[src/rtl/axi_node_pkg.sv]
// Shared types and helpers for the AXI node schedulers.
package axi_node_pkg;

    typedef enum logic {
        ST_ARB  = 1'b0,
        ST_HOLD = 1'b1
    } aw_state_e;

    // W-allocator ID entry width: {winner_bin, winner_onehot}.
    function automatic int axi_id_width(input int n_targ);
        return $clog2(n_targ) + n_targ;
    endfunction

endpackage

[src/rtl/axi_multiplexer.sv]
// Binary-select N-input data multiplexer over a flat packed input bus.
module axi_multiplexer #(
    parameter int DATA_WIDTH = 64,
    parameter int N_IN       = 7,
    parameter int SEL_WIDTH  = $clog2(N_IN)
) (
    input  logic [N_IN*DATA_WIDTH-1:0] i_data,
    input  logic [SEL_WIDTH-1:0]       i_sel,
    output logic [DATA_WIDTH-1:0]      o_data
);

    always_comb begin
        o_data = '0;
        for (int i = 0; i < N_IN; i++) begin
            if (i_sel == SEL_WIDTH'(i)) begin
                o_data = i_data[i*DATA_WIDTH +: DATA_WIDTH];
            end
        end
    end

endmodule

[src/rtl/axi_rr_pick.sv]
// Combinational round-robin pick: first set request at or after the pointer, wrapping at N_REQ-1.
module axi_rr_pick #(
    parameter int N_REQ = 7,
    parameter int LOG_N = $clog2(N_REQ)
) (
    input  logic [N_REQ-1:0] i_req,
    input  logic [LOG_N-1:0] i_ptr,
    output logic             o_valid,
    output logic [LOG_N-1:0] o_bin,
    output logic [N_REQ-1:0] o_onehot
);

    // One extra bit so ptr+k (at most 2*N_REQ-2) never overflows before the wrap.
    localparam int IW = LOG_N + 1;

    logic [IW-1:0] w_idx;

    always_comb begin
        // NOTE: every output gets a default before the search so no path leaves one unassigned (no latch).
        o_valid  = 1'b0;
        o_bin    = '0;
        o_onehot = '0;
        w_idx    = '0;
        for (int k = 0; k < N_REQ; k++) begin
            w_idx = IW'(i_ptr) + IW'(k);
            if (w_idx >= IW'(N_REQ)) begin
                w_idx = w_idx - IW'(N_REQ);
            end
            if (!o_valid && i_req[w_idx[LOG_N-1:0]]) begin
                o_valid = 1'b1;
                o_bin   = w_idx[LOG_N-1:0];
            end
        end
        if (o_valid) begin
            o_onehot[o_bin] = 1'b1;
        end
    end

endmodule

[src/rtl/axi_aw_rr_scheduler.sv]
// Round-robin AW scheduler: forwards one requester combinationally and pushes its ID
// into the W-allocator FIFO on every AW handshake.
module axi_aw_rr_scheduler
    import axi_node_pkg::*;
#(
    parameter int  N_TARG_PORT  = 7,
    parameter int  LOG_N_TARG   = $clog2(N_TARG_PORT),
    parameter int  AW_PAYLOAD_W = 64,
    localparam int ID_W         = axi_id_width(N_TARG_PORT)
) (
    input  logic                                clk,
    input  logic                                rst_n,
    input  logic [N_TARG_PORT-1:0]              aw_valid_i,
    input  logic [N_TARG_PORT*AW_PAYLOAD_W-1:0] aw_payload_i,
    output logic [N_TARG_PORT-1:0]              aw_ready_o,
    output logic                                aw_valid_o,
    output logic [AW_PAYLOAD_W-1:0]             aw_payload_o,
    input  logic                                aw_ready_i,
    output logic                                push_ID_o,
    output logic [ID_W-1:0]                     ID_o,
    input  logic                                grant_FIFO_ID_i
);

    aw_state_e             r_state;
    aw_state_e             w_state_nxt;
    logic [LOG_N_TARG-1:0] r_rr_ptr;
    logic [LOG_N_TARG-1:0] w_rr_ptr_nxt;
    logic [LOG_N_TARG-1:0] r_win;
    logic [LOG_N_TARG-1:0] w_win_nxt;
    logic                  r_en;

    logic                    w_pick_valid;
    logic [LOG_N_TARG-1:0]   w_pick_bin;
    logic [N_TARG_PORT-1:0]  w_pick_onehot;
    logic                    w_valid;
    logic [LOG_N_TARG-1:0]   w_sel;
    logic [N_TARG_PORT-1:0]  w_sel_onehot;
    logic [AW_PAYLOAD_W-1:0] w_mux_data;

    function automatic logic [LOG_N_TARG-1:0] f_next_ptr(input logic [LOG_N_TARG-1:0] idx);
        return (idx == LOG_N_TARG'(N_TARG_PORT - 1)) ? '0 : idx + LOG_N_TARG'(1);
    endfunction

    axi_rr_pick #(
        .N_REQ (N_TARG_PORT),
        .LOG_N (LOG_N_TARG)
    ) u_pick (
        .i_req    (aw_valid_i),
        .i_ptr    (r_rr_ptr),
        .o_valid  (w_pick_valid),
        .o_bin    (w_pick_bin),
        .o_onehot (w_pick_onehot)
    );

    axi_multiplexer #(
        .DATA_WIDTH (AW_PAYLOAD_W),
        .N_IN       (N_TARG_PORT),
        .SEL_WIDTH  (LOG_N_TARG)
    ) u_mux (
        .i_data (aw_payload_i),
        .i_sel  (w_sel),
        .o_data (w_mux_data)
    );

    // A new grant needs FIFO space; a held grant stays on its winner whatever else arrives.
    always_comb begin
        w_state_nxt  = r_state;
        w_rr_ptr_nxt = r_rr_ptr;
        w_win_nxt    = r_win;
        w_valid      = 1'b0;
        w_sel        = w_pick_bin;
        w_sel_onehot = w_pick_onehot;
        if (r_en) begin
            unique case (r_state)
                ST_ARB: begin
                    if (w_pick_valid && grant_FIFO_ID_i) begin
                        w_valid = 1'b1;
                        if (aw_ready_i) begin
                            w_rr_ptr_nxt = f_next_ptr(w_pick_bin);
                        end else begin
                            w_win_nxt   = w_pick_bin;
                            w_state_nxt = ST_HOLD;
                        end
                    end
                end
                ST_HOLD: begin
                    w_sel               = r_win;
                    w_sel_onehot        = '0;
                    w_sel_onehot[r_win] = 1'b1;
                    w_valid             = aw_valid_i[r_win];
                    if (w_valid && aw_ready_i) begin
                        w_rr_ptr_nxt = f_next_ptr(r_win);
                        w_state_nxt  = ST_ARB;
                    end
                end
                default: ;
            endcase
        end
    end

    always_ff @(posedge clk or negedge rst_n) begin
        if (!rst_n) begin
            r_state  <= ST_ARB;
            r_rr_ptr <= '0;
            r_win    <= '0;
            r_en     <= 1'b0;
        end else begin
            // NOTE: non-blocking assignments so every register samples the pre-edge values.
            r_state  <= w_state_nxt;
            r_rr_ptr <= w_rr_ptr_nxt;
            r_win    <= w_win_nxt;
            r_en     <= 1'b1;
        end
    end

    assign aw_valid_o   = w_valid;
    assign push_ID_o    = w_valid & aw_ready_i;
    assign aw_ready_o   = push_ID_o ? w_sel_onehot : '0;
    assign ID_o         = w_valid ? {w_sel, w_sel_onehot} : '0;
    assign aw_payload_o = w_valid ? w_mux_data : '0;

endmodule

[config.mk]
export PLATFORM = sky130hd
export DESIGN_NAME = axi_aw_rr_scheduler
export DESIGN_NICKNAME = d
export VERILOG_FILES = /design/src/rtl/axi_node_pkg.sv /design/src/rtl/axi_multiplexer.sv /design/src/rtl/axi_rr_pick.sv /design/src/rtl/axi_aw_rr_scheduler.sv
export SDC_FILE = /design/constraint.sdc
export NUM_CORES = 1
export LEC_CHECK = 0
export CAP_MARGIN = 20
export CELL_PAD_IN_SITES_DETAIL_PLACEMENT = 0
export CELL_PAD_IN_SITES_GLOBAL_PLACEMENT = 1
export CORE_AREA = 4 4 206 208
export DETAILED_ROUTE_END_ITERATION = 8
export DIE_AREA = 0 0 210 212
export HOLD_SLACK_MARGIN = 0.02
export PLACE_DENSITY = 0.66
export SLEW_MARGIN = 20
export SYNTH_ARGS = -nofsm -noshare
export SYNTH_HDL_FRONTEND = slang
export SYNTH_SLANG_ARGS = --single-unit
[constraint.sdc]
create_clock -name clk -period 6.5 [get_ports clk]
set_clock_uncertainty 0.1 [all_clocks]
set_input_delay 1.3 -clock clk [delete_from_list [all_inputs] [get_ports clk]]
set_output_delay 1.3 -clock clk [all_outputs]
set_load 0.005 [all_outputs]
==> run_results.csv <==
group,metric,value,unit
clock_network,cts_tree,"yes",
layout,final_cell_mix,"469 x clkdlybuf4s50_1, 194 x buf_4, 106 x mux2i_1",
global_routing,grt_pass1_vias,11010,
yosys,syn_area,6882,sq um
die,io_pins,542,
detailed_routing,wl_per_cell,29.45,um
die,die_width,210,um
die,fp.dieArea,44520,sq um
timing,setup_viol,0,
layout,final_nets,2070,
timing,finalCriticalPeriod,6.385,ns
placed_design,dp_hpwl,53220,um
flow_run,drv_cap,0,
detailed_routing,post-route-drc-count,0,
timing,worst_pin_slew,0.9949,ns
yosys,ys_seq_elements,8,
timing,relSlewSlack,33.43,%
timing,drv_slew,0,
clock_network,cts_root_buffer,"clkbuf_16",
yosys,syn-num-nets,1387,
global_routing,gr-total-overflow,0,
global_routing,grt_pass1_wl,84950,um
yosys,async_flop_share,100.0,%
detailed_routing,drt-initial-drc-count,653,
layout,drive_above_1_share,28.03,%
setup_path,crit_arrival,4.99,ns
timing,rsz0062_at_grt,"yes",
clock_network,ctsHoldBuffers,0,
global_routing,grt_usage,26.30,%
setup_path,crit_fanout,23,
yosys,yosysWarnings,0,
hold_path,min_path_type,"register to register",
setup_path,endpoint_kind,"output pin",
yosys,ys_types,85,
setup_path,criticalPathCategory,"input pin to output pin",
timing,clock.fmax,0.1566,GHz
layout,utilization,38.14,%
detailed_routing,vias,10750,
clock_network,worstSkewPairLatency,0.23,ns
timing,finalHoldWorstSlack,0.5658,ns
placed_design,gp_congestion,0.9410,
detailed_routing,drt-total-wl,63150,um
yosys,synth_edf_count,0,
clock_network,cts_made_buffers,3,
clock_network,clk_pin_slew,0.04,ns
yosys,avgSynthCellArea,7.529,sq um
layout,final_common_cell,"clkdlybuf4s50_1",
setup_path,regToRegSetupSlack,2.12,ns
detailed_routing,postRouteAntennaNets,0,
clock_network,cts_sinks,8,
yosys,dominantRegCellSynth,"dfrtp_1",
die,core_area,40550,sq um
detailed_routing,drt_pass1_iterations,5,
timing,timing.final.crit_share,98.24,%
status,outcome,"completed",
die,die_height,212,um
die,row_count,74,
die,initial_core_util,16.97,%
global_routing,antenna_found_initial,29,
detailed_routing,vias_per_cell,5.012,
yosys,seq_area_frac_synth,2.909,%
setup_path,startpoint_type,"input pin",
layout,syn2layout_area_growth,124.8,%
clock_network,clockBufferDepth,2,
setup_path,required,5.10,ns
yosys,synth_cells,914,
placed_design,io_buffers,541,
global_routing,grt_max_degree,31,
clock_network,h-tree-depth,1,
timing,hold_viol,0,
path summary, 6_finish.rpt:
check | endpoint | depth (start not counted) | startpoint
worst max-delay path | aw_payload_o[17] | 17 | aw_valid_i[0]
worst min-delay path | r_rr_ptr[1] | 3 | r_rr_ptr[1]
worst max register to register | r_rr_ptr[2] | 21 | r_rr_ptr[1]
worst min register to register | r_rr_ptr[1] | 3 | r_rr_ptr[1]
max in group asynchronous | r_win[0] | 1 | rst_n
min in group asynchronous | r_rr_ptr[0] | 1 | rst_n
cell usage after synthesis, types with 9 or more instances:
library cell	number	area, sq um
a211o_1	16	140.1
a211oi_1	33	247.7
a21oi_1	84	420.4
a22oi_1	66	495.5
buf_2	44	220.2
buf_6	15	168.9
clkbuf_1	28	105.1
ha_1	13	162.7
inv_1	26	97.59
mux2_2	70	788.3
mux2i_1	119	1191
nand2_1	36	135.1
nand2b_1	17	106.4
nand3_1	17	85.08
nor2_1	25	93.84
nor2b_1	9	56.30
nor3_1	15	75.07
nor4_1	29	181.4
o211ai_1	21	157.7
o21ai_0	20	100.1
o21ai_1	16	80.08
o22a_1	51	446.7
final cells by class:
type                    count  area, sq um
repair buffers            780         7849
clock buffers               3        75.07
multi-input cells         775         6526
flip-flops and latches      8        200.2
diodes                     17        42.54
fillers                  4169        25090
well taps                 532        665.6
inverters                  29        108.9
registers in the layout, summed over array words and instances, names as in the netlist:
signal    count
r_state       1
r_win         3
r_en          1
r_rr_ptr      3
stage by stage:
stage	area (sq um)	std cells	TNS [ns]	worst slack, ns
3_3_place_gp	14430	2089	-23.31	-0.7191
3_5_place_dp	14430	2089	-22.96	-0.7108
6_report	15470	2144	0	0.1146
2_1_floorplan	6882	914	0	0.5458
5_1_grt	15460	2142	-0.006941	-0.006941
4_1_cts	15180	2118	-0.001939	-0.001939
routing by layer:
metal / routed length (um) / track usage, % / up-vias
met1: 26340 / 33.56 / 5177
met5: 69 / 0 / -
met2: 28520 / 41.58 / 513
li1: - / - / 4984
met4: 1400 / 6.593 / 10
met3: 6822 / 10.65 / 61
what timing repair did:
item,CTS,global route
pin swaps,26,23
setup endpoints to repair,75,76
gates cloned,7,0
gates resized for setup,126,65
setup buffers,20,11
cell families (layout without fill, tap and decap cells):
family / Yosys count / after routing / synth area share (%)
buffers and inverters: 131 / 812 / 10.36
flip-flops: 8 / 8 / 2.909
other: 1 / 18 / 0.05449
XOR/XNOR: 8 / 8 / 1.236
adder cells (fa/ha/maj): 14 / 14 / 2.655
AO/OA/AOI/OAI: 372 / 372 / 38.31
multiplexers: 191 / 191 / 29.31
AND/OR/NAND/NOR: 189 / 189 / 15.16
worst max-delay path, stage by stage:
cell,delay [ns]
dlygate4sd2_1,0.27
buf_12,0.16
or3_4,0.36
o22ai_2,0.11
a32o_2,0.17
a22oi_2,0.10
buf_6,0.15
or4_4,0.58
o21ai_1,0.18
a21oi_2,0.06
or3_4,0.43
buf_12,0.18
buf_6,0.19
o22a_1,0.23
a21oi_1,0.23
buf_4,0.17
buf_12,0.10
Power is not shown: default switching activity piles up to over one toggle a cycle in this logic, so the estimate is an artifact.
